==> config.mk <==
export PLATFORM = sky130hd
export DESIGN_NAME = lvda_pio_deser
export DESIGN_NICKNAME = d
export VERILOG_FILES = /design/src/rtl/lvda_pio_pkg.sv /design/src/rtl/lvda_pio_fifo.sv /design/src/rtl/lvda_pio_deser.sv
export SDC_FILE = /design/constraint.sdc
export NUM_CORES = 1
export LEC_CHECK = 0
export CAP_MARGIN = 15
export CORE_ASPECT_RATIO = 1.75
export CORE_MARGIN = 5
export CORE_UTILIZATION = 40
export DETAILED_ROUTE_END_ITERATION = 10
export RECOVER_POWER = 50
export SLEW_MARGIN = 25
export SYNTH_ARGS = -nofsm -noshare
export SYNTH_HDL_FRONTEND = slang
export SYNTH_HIERARCHICAL = 1
export SYNTH_SLANG_ARGS = --single-unit
==> constraint.sdc <==
create_clock -name SIM_CLK -period 8.52 [get_ports SIM_CLK]
set_clock_uncertainty 0.15 [all_clocks]
set_input_delay 1.704 -clock SIM_CLK [delete_from_list [all_inputs] [get_ports SIM_CLK]]
set_output_delay 1.704 -clock SIM_CLK [all_outputs]
set_load 0.02 [all_outputs]
==> src/rtl/lvda_pio_pkg.sv <==
// Shared types for the LVDA process-I/O receive path: word/address widths,
// the deserializer FSM state encoding and the packed FIFO entry.
package lvda_pio_pkg;

    localparam int WORD_W = 26;
    localparam int ADDR_W = 9;

    typedef enum logic [1:0] {
        IDLE   = 2'd0,
        SYNC   = 2'd1,
        SHIFT  = 2'd2,
        COMMIT = 2'd3
    } state_e;

    // 36-bit entry: PIOV flag, operand address, assembled serial word.
    typedef struct packed {
        logic              pio;
        logic [ADDR_W-1:0] addr;
        logic [WORD_W-1:0] data;
    } fifo_entry_t;

    function automatic fifo_entry_t make_entry(input logic              pio,
                                               input logic [ADDR_W-1:0] addr,
                                               input logic [WORD_W-1:0] data);
        fifo_entry_t e;
        e.pio  = pio;
        e.addr = addr;
        e.data = data;
        return e;
    endfunction

endpackage

==> src/rtl/lvda_pio_fifo.sv <==
// Synchronous FIFO of lvda_pio entries, shared by the LVDA receive paths.
// A push while full is accepted only when a pop happens in the same cycle;
// otherwise it is ignored and the caller decides how to flag the loss.
// Storage is cleared by reset so the head reads as zero after reset.
module lvda_pio_fifo
    import lvda_pio_pkg::*;
#(
    parameter int DEPTH = 4
) (
    input  logic                   clk,
    input  logic                   rst_n,
    input  logic                   push,
    input  fifo_entry_t            wr_data,
    output logic                   full,
    input  logic                   pop,
    output logic                   empty,
    output fifo_entry_t            rd_data,
    output logic [$clog2(DEPTH):0] fill
);

    localparam int AW = $clog2(DEPTH);
    localparam int CW = AW + 1;

    fifo_entry_t   mem_r [DEPTH];
    logic [AW-1:0] wr_ptr_r;
    logic [AW-1:0] rd_ptr_r;
    logic [CW-1:0] count_r;
    logic          do_push_s;
    logic          do_pop_s;

    assign full      = (count_r == CW'(DEPTH));
    assign empty     = (count_r == CW'(0));
    assign do_pop_s  = pop & ~empty;
    assign do_push_s = push & (~full | do_pop_s);
    assign rd_data   = mem_r[rd_ptr_r];
    assign fill      = count_r;

    // Storage, pointer and occupancy update; pointers wrap modulo DEPTH.
    always_ff @(posedge clk) begin
        if (!rst_n) begin
            for (int i = 0; i < DEPTH; i++) begin
                mem_r[i] <= '0;
            end
            wr_ptr_r <= AW'(0);
            rd_ptr_r <= AW'(0);
            count_r  <= CW'(0);
        end else begin
            if (do_push_s) begin
                mem_r[wr_ptr_r] <= wr_data;
                wr_ptr_r        <= wr_ptr_r + AW'(1);
            end
            if (do_pop_s) begin
                rd_ptr_r <= rd_ptr_r + AW'(1);
            end
            case ({do_push_s, do_pop_s})
                2'b10:   count_r <= count_r + CW'(1);
                2'b01:   count_r <= count_r - CW'(1);
                default: count_r <= count_r;
            endcase
        end
    end

endmodule

==> src/rtl/lvda_pio_deser.sv <==
// LVDA process-I/O receive stage. Deserializes the 26-bit LVDC word on AI3V,
// strobed by WDA and framed by PBV, tags it with A1V..A9V and PIOV, and queues
// it for the LVDA register/discrete logic. Everything runs on SIM_CLK; WDA is
// only sampled as data.
// Optional: define LVDA_PIO_TIMEOUT_EN to abort a frame that stalls for
// TIMEOUT_CYCLES SIM_CLK cycles between WDA edges.
module lvda_pio_deser
    import lvda_pio_pkg::*;
#(
    parameter int DEPTH          = 4,
    parameter int TIMEOUT_CYCLES = 4096
) (
    input  logic                   SIM_CLK,
    input  logic                   SIM_RST,
    input  logic                   WDA,
    input  logic                   PBV,
    input  logic                   AI3V,
    input  logic                   PIOV,
    input  logic                   A1V,
    input  logic                   A2V,
    input  logic                   A3V,
    input  logic                   A4V,
    input  logic                   A5V,
    input  logic                   A6V,
    input  logic                   A7V,
    input  logic                   A8V,
    input  logic                   A9V,
    output logic                   out_valid,
    input  logic                   out_ready,
    output logic [WORD_W-1:0]      out_data,
    output logic [ADDR_W-1:0]      out_addr,
    output logic                   out_pio,
    output logic                   frame_err,
    output logic                   ovf,
    output logic [$clog2(DEPTH):0] fill
);

    // Registered copies of the LVDC lines.
    logic              wda_r;
    logic              wda_prev_r;
    logic              pbv_r;
    logic              pbv_prev_r;
    logic              ai3v_r;
    logic              piov_r;
    logic [ADDR_W-1:0] addr_in_r;

    logic              wedge_s;
    logic              pbv_rise_s;

    // Frame assembly state.
    state_e            state_r;
    state_e            next_state_s;
    logic [WORD_W-1:0] shreg_r;
    logic [4:0]        bitcnt_r;
    logic [ADDR_W-1:0] addr_cap_r;
    logic              pio_cap_r;
    logic              frame_err_r;
    logic              ovf_r;

    logic              load_s;
    logic              shift_s;
    logic              push_s;
    logic              err_s;
    logic              tmo_hit_s;

    logic              fifo_full_s;
    logic              fifo_empty_s;
    fifo_entry_t       head_s;

    assign wedge_s    = wda_r & ~wda_prev_r;
    assign pbv_rise_s = pbv_r & ~pbv_prev_r;

    // Single register stage on every LVDC input, plus the WDA history for edge detection.
    always_ff @(posedge SIM_CLK) begin
        if (!SIM_RST) begin
            wda_r      <= 1'b0;
            wda_prev_r <= 1'b0;
            pbv_r      <= 1'b0;
            ai3v_r     <= 1'b0;
            piov_r     <= 1'b0;
            addr_in_r  <= 9'd0;
        end else begin
            wda_r      <= WDA;
            wda_prev_r <= wda_r;
            pbv_r      <= PBV;
            ai3v_r     <= AI3V;
            piov_r     <= PIOV;
            addr_in_r  <= {A1V, A2V, A3V, A4V, A5V, A6V, A7V, A8V, A9V};
        end
    end

    // PBV history advances only on WDA edges so a rise is judged edge to edge.
    always_ff @(posedge SIM_CLK) begin
        if (!SIM_RST) begin
            pbv_prev_r <= 1'b0;
        end else if (wedge_s) begin
            pbv_prev_r <= pbv_r;
        end else begin
            pbv_prev_r <= pbv_prev_r;
        end
    end

`ifdef LVDA_PIO_TIMEOUT_EN
    localparam int TMO_W = $clog2(TIMEOUT_CYCLES) + 1;
    logic [TMO_W-1:0] tmo_cnt_r;
    logic             in_frame_s;

    assign in_frame_s = (state_r == SYNC) || (state_r == SHIFT);
    assign tmo_hit_s  = in_frame_s && !wedge_s &&
                        (tmo_cnt_r == TMO_W'(TIMEOUT_CYCLES - 1));

    // Cycles since the last WDA edge while a frame is open.
    always_ff @(posedge SIM_CLK) begin
        if (!SIM_RST) begin
            tmo_cnt_r <= TMO_W'(0);
        end else if (!in_frame_s || wedge_s || tmo_hit_s) begin
            tmo_cnt_r <= TMO_W'(0);
        end else begin
            tmo_cnt_r <= tmo_cnt_r + TMO_W'(1);
        end
    end
`else
    assign tmo_hit_s = 1'b0;
`endif

    // Next-state and control decode; every action is qualified by a WDA edge.
    always_comb begin
        next_state_s = state_r;
        load_s       = 1'b0;
        shift_s      = 1'b0;
        push_s       = 1'b0;
        err_s        = 1'b0;
        case (state_r)
            IDLE: begin
                if (wedge_s && pbv_rise_s) begin
                    load_s       = 1'b1;
                    next_state_s = SYNC;
                end else begin
                    next_state_s = IDLE;
                end
            end
            SYNC: begin
                // Skip edge: carries no data.
                if (wedge_s) begin
                    next_state_s = SHIFT;
                end else if (tmo_hit_s) begin
                    err_s        = 1'b1;
                    next_state_s = IDLE;
                end else begin
                    next_state_s = SYNC;
                end
            end
            SHIFT: begin
                if (wedge_s) begin
                    if (!pbv_r) begin
                        err_s        = 1'b1;
                        next_state_s = IDLE;
                    end else begin
                        shift_s      = 1'b1;
                        next_state_s = (bitcnt_r == 5'd1) ? COMMIT : SHIFT;
                    end
                end else if (tmo_hit_s) begin
                    err_s        = 1'b1;
                    next_state_s = IDLE;
                end else begin
                    next_state_s = SHIFT;
                end
            end
            COMMIT: begin
                // The commit edge also counts as a frame-start candidate.
                if (wedge_s) begin
                    push_s = 1'b1;
                    if (pbv_rise_s) begin
                        load_s       = 1'b1;
                        next_state_s = SYNC;
                    end else begin
                        next_state_s = IDLE;
                    end
                end else begin
                    next_state_s = COMMIT;
                end
            end
            default: begin
                next_state_s = IDLE;
            end
        endcase
    end

    // FSM state register.
    always_ff @(posedge SIM_CLK) begin
        if (!SIM_RST) begin
            state_r <= IDLE;
        end else begin
            state_r <= next_state_s;
        end
    end

    // Shift register, bit counter and per-frame address/flag capture.
    always_ff @(posedge SIM_CLK) begin
        if (!SIM_RST) begin
            shreg_r    <= 26'd0;
            bitcnt_r   <= 5'd0;
            addr_cap_r <= 9'd0;
            pio_cap_r  <= 1'b0;
        end else if (load_s) begin
            shreg_r    <= 26'd0;
            bitcnt_r   <= 5'd26;
            addr_cap_r <= addr_in_r;
            pio_cap_r  <= piov_r;
        end else if (shift_s) begin
            // MSB first: the first serial bit ends up in bit 25.
            shreg_r  <= {shreg_r[WORD_W-2:0], ai3v_r};
            bitcnt_r <= bitcnt_r - 5'd1;
        end else begin
            shreg_r  <= shreg_r;
            bitcnt_r <= bitcnt_r;
        end
    end

    // Abort pulse and sticky overflow; a full push is lost only when no pop coincides.
    always_ff @(posedge SIM_CLK) begin
        if (!SIM_RST) begin
            frame_err_r <= 1'b0;
            ovf_r       <= 1'b0;
        end else begin
            frame_err_r <= err_s;
            ovf_r       <= ovf_r | (push_s & fifo_full_s & ~out_ready);
        end
    end

    lvda_pio_fifo #(
        .DEPTH (DEPTH)
    ) u_fifo (
        .clk     (SIM_CLK),
        .rst_n   (SIM_RST),
        .push    (push_s),
        .wr_data (make_entry(pio_cap_r, addr_cap_r, shreg_r)),
        .full    (fifo_full_s),
        .pop     (out_ready),
        .empty   (fifo_empty_s),
        .rd_data (head_s),
        .fill    (fill)
    );

    assign out_valid = ~fifo_empty_s;
    assign out_data  = head_s.data;
    assign out_addr  = head_s.addr;
    assign out_pio   = head_s.pio;
    assign frame_err = frame_err_r;
    assign ovf       = ovf_r;

endmodule

# After elaboration in Yosys (flattened, before gate mapping)

Memories as Yosys holds them, arrays and structs flattened. A register that Yosys moved wholly into a read port is not among the register bits.
Cells that the tools add are included.

Bits in registers: 67
Latch bits: 0
Bits in writable memories: 144
Memory bits (read-only): 0
Input bits: 16
Output and inout bits: 42
Logic and storage cells: 83
Memories: 1

Memories:

| memory       | words | width | read ports | clocked after memory_dff | wr ports | RTL line            | text |
|---|---|---|---|---|---|---|---|
| u_fifo.mem_r | 4     | 36    | 1          | 1                        | 4        | lvda_pio_fifo.sv:24 | `fifo_entry_t mem_r [DEPTH];` |

$add $sub $neg: 5
$mul: 0
Divide/modulo/power cells: 0
Magnitude comparators: 0
Eq/ne operators: 7
Shift operators: 0
Mux-type cells: 30
Bitwise logic cells: 14
Reductions and logical operators: 8

Operator list:

| kind                  | number |
|---|---|
| $mux W36              | 1 |
| $reduce_or A36 Y1     | 1 |
| $mux W1               | 17 |
| $mux W2               | 7 |
| $mux W5               | 2 |
| $pmux W2 S4           | 1 |
| $and A1 B1 Y1         | 6 |
| $eq A2 B2 Y1 const B  | 3 |
| $not A1 Y1            | 6 |
| $pmux W3 S2           | 1 |
| $eq A5 B1 Y1 const B  | 1 |
| $sub A5 B1 Y5 const B | 1 |
| $add A2 B1 Y2 const B | 2 |
| $eq A2 B1 Y1 const B  | 2 |
| $reduce_bool A2 Y1    | 2 |
| $add A3 B1 Y3 const B | 1 |
| $eq A3 B3 Y1 const B  | 1 |
| $logic_not A3 Y1      | 1 |
| $reduce_and A3 Y1     | 1 |
| $sub A3 B1 Y3 const B | 1 |
| $logic_not A2 Y1      | 1 |
| $or A1 B1 Y1          | 2 |
| $pmux W1 S2           | 1 |
| $reduce_or A2 Y1      | 1 |
| $logic_and A1 B1 Y1   | 1 |

# Depth between registers and ports, before layout

Word-level depth: 10
Depth in mapped cells: 9
Gate-level depth less buffers: 7

# By module

Netlist, hierarchy kept.

By module, submodules not included:

| module         | times used | cells an instance | area each (µm²) | seq. area each (µm²) |
|---|---|---|---|---|
| lvda_pio_fifo  | 1          | 406               | 6722.7          | 4504.3 |
| lvda_pio_deser | 1          | 254               | 2257.2          | 1201.2 |

# Worst setup path before layout

No wires, ideal clock.

Path type: in2reg
Start: in out_ready
End: mem u_fifo/mem_r[1][0] (netlist bit), enable pin
Setup time: 0.479 ns
Data arrival time: 4.532 ns
Data required time: 7.891 ns
Setup slack: 3.359 ns
Stages on the path: 3
Path buffers: 0
Path through: or4b_4 nand3_1 o21ai_0

RTL lines:

| item        | RTL line             | text |
|---|---|---|
| from (decl) | lvda_pio_deser.sv:29 | `input logic out_ready,` |
| to (decl)   | lvda_pio_fifo.sv:24  |  |

==> metrics <==
first-pass GRT wire length=29550 µm; pwr/cell area=192.8 mW/mm²; Synth area leaders=edfxtp_1, dfxtp_1, and2_1, mux4_2, nand2_1; core region area=0.02216 mm²; final instance area=0.01034 mm²; Multi-input gate area=0.003043 mm²; CP Class=input pin to flip-flop; Post-CTS Resized=0; Post-Place Setup Slack=4159 ps; total power draw=1.994 mW; vias in the first global route=5579; Final ANT Viol Nets=0; initial DRC count=176; Synth cell types=52; H-Tree Depth=1; YS warnings=6; DRC viols=0; Gate Count Post-Synth=660; Via Count=5024; root buffer cell=clkbuf_16; GRT Util Overall=0.1458; Final nets=733; outcome=finished with violations; Worst Hold Class=flip-flop to flip-flop; Worst Setup Start Kind=input pin; die height=208.2 µm; Least-Margin Pin Slew=3469 ps; post-synthesis cell area=0.008980 mm²; relative slew slack=-1.337; layout cell share with drive strength beyond 1=0.1387; GR Overflow Total=0; largest net degree at the start of global routing=38; DR WL/cell=17.85 µm; Routed WL=18150 µm; Final TNS setup=0 ps; Reg clk slew, reported paths=60 ps; # clock sinks=213; total area of sequential cells=0.005707 mm²; Slew Viols, Final=179; endpoints failing setup=0; leakage power=3.488 nW; CTS tree=built; # IOs=58; IO buf count=57; Initial Util=0.4052; final hold violation count=0; Most used DFF post-synth=edfxtp_1; HPWL after DPL=10920 µm; CTS Buf Count=19; Die X=123.3 µm; vias per inst=4.940; fillers=2049; crit share post-route=0.6593; Clk Latency, worst-skew pair=470 ps; Layout area overhead=15.17%; initial antenna violation count=0; synthesis-stage register bit count=213; Placed Area=0.009829 mm²; Post-CTS Setup Bufs=0; VDD IR max=107.8 µV; RePlAce Congestion=0.7658; cell accounting for the most synthesized area=edfxtp_1; element type at the critical path end=flip-flop; post-synth top area share=0.4815; FMAX=178.0 MHz; asr flop ratio synth=0; sequential fraction of the synthesis area=0.6354; crit-path max FO=37; Clock Path Buffers=3; failing checks=capacitance limit, slew limit; Die Area=0.02566 mm²; Final min period=5617 ps; Final Worst Setup Slack=2903 ps; Antenna diodes=0; RSZ-0062 raised after global routing=false; Max-Cap Viols=5; TritonRoute pass-1 iters=4; WP data required=8480 ps; num rows=72; Post-synth EDFFs=144; Worst Path Arrival=5580 ps; hold_buf cts=0; syn nets=684; Synth Area per Inst=13.61 µm²; hold_ws=296.2 ps
-- cells in the final DEF, fill, tap and decap left out, types with 2 or more instances in the layout --
cell | synthesis | layout
o21ai_0 | 16 | 14
edfxtp_1 | 144 | 144
mux4_2 | 36 | 36
o21ai_4 | 1 | 3
clkinv_1 | 1 | 4
dlygate4sd3_1 | 0 | 3
nand3_1 | 12 | 12
nor3_1 | 4 | 3
or3_1 | 2 | 2
and2_4 | 20 | 20
and2_0 | 0 | 48
a21oi_1 | 40 | 40
xnor2_1 | 4 | 4
a211oi_1 | 2 | 2
and3_1 | 1 | 2
nand2b_1 | 6 | 6
inv_1 | 10 | 10
nand2_1 | 63 | 63
xor2_1 | 3 | 3
clkbuf_1 | 21 | 7
clkinv_2 | 0 | 6
dfxtp_1 | 69 | 68
nor2_1 | 6 | 6
and2_1 | 145 | 97
ha_1 | 7 | 7
a31oi_1 | 3 | 3
clkbuf_16 | 0 | 19
nor4_1 | 2 | 2
buf_4 | 4 | 6
clkdlybuf4s50_1 | 0 | 54
-- layer usage --
metal / GRT usage / wire, µm / vias to the layer above
met2: 0.2894 / 10490 / 75
met5: 0 / 0 / -
met1: 0.1564 / 6737 / 2486
met3: 0.01440 / 476 / 27
li1: - / - / 2436
met4: 0.04359 / 448 / 0
-- worst paths after layout --
kind / startpoint / to / slack, ps / cells after the start
worst min-delay path: ai3v_r / shreg_r[0] / 300 / 2
worst min register to register: ai3v_r / shreg_r[0] / 300 / 2
worst max-delay path: SIM_RST / u_fifo/mem_r[0][24] / 2900 / 7
worst max register to register: state_r[0] / shreg_r[1] / 4280 / 5
-- final cells by class --
class                      count  share of cell area
sequential                   213              0.5518
multi-input combinational    397              0.2942
timing repair buffer          67             0.06097
inverter                      11            0.003992
tap                          296             0.03581
clock buffer                  23             0.04839
clock inverter                10            0.004839
-- sequential cells by signal (all words and copies together), names as in the netlist, 2 cells and up, named ones only --
name / count
addr_cap_r: 9
addr_in_r: 9
bitcnt_r: 5
shreg_r: 26
state_r: 2
u_fifo/fill: 3
u_fifo/mem_r: 144
u_fifo/rd_ptr_r: 2
u_fifo/wr_ptr_r: 2
-- worst max-delay path, stage by stage --
cell and delay, ps:
dlygate4sd3_1 530, clkbuf_1 1030, nand3_1 260, nor3_2 170, clkbuf_1 1150, nand2b_1 220, buf_4 480
-- power by group --
part	internal (mW)	switching (mW)	total, mW	leakage, nW
Clock	0.419	0.355	0.774	0.277
Sequential	1.13	0.0104	1.14	1.99
Combinational	0.0317	0.0443	0.0760	1.22
-- synth_stat cells (2+ instances only) --
library cell	count
nor4_1	2
nor2_1	6
nand2b_1	6
nand2_1	63
mux4_2	36
nand3_1	12
buf_1	2
dfxtp_1	69
and2_1	145
and3_4	2
xnor2_1	4
ha_1	7
a211oi_1	2
buf_4	4
a21oi_1	40
and2_4	20
clkbuf_1	21
buf_6	5
edfxtp_1	144
xor2_1	3
o21ai_0	16
or3_1	2
a31oi_1	3
nor3_1	4
inv_1	10
buf_2	6
-- metrics by stage --
stage	utilization	instances
after detailed placement	0.4435	984
final	0.4667	1017
after CTS	0.4684	1017
after global placement	0.4435	984
after floorplan	-	660
after global routing	0.4667	1017
-- logic make-up (layout without fill, tap and decap cells) --
kind of cell / after synthesis / count (layout) / synth area share
buffers and inverters: 50 / 111 / 0.02773
AO/OA/AOI/OAI: 72 / 72 / 0.04752
adder cells (fa/ha/maj): 8 / 8 / 0.01198
XOR/XNOR: 7 / 7 / 0.006827
AND/OR/NAND/NOR: 273 / 273 / 0.1792
flip-flops: 213 / 213 / 0.6354
multiplexers: 37 / 37 / 0.09140
Power figures use the tool's default switching activity.
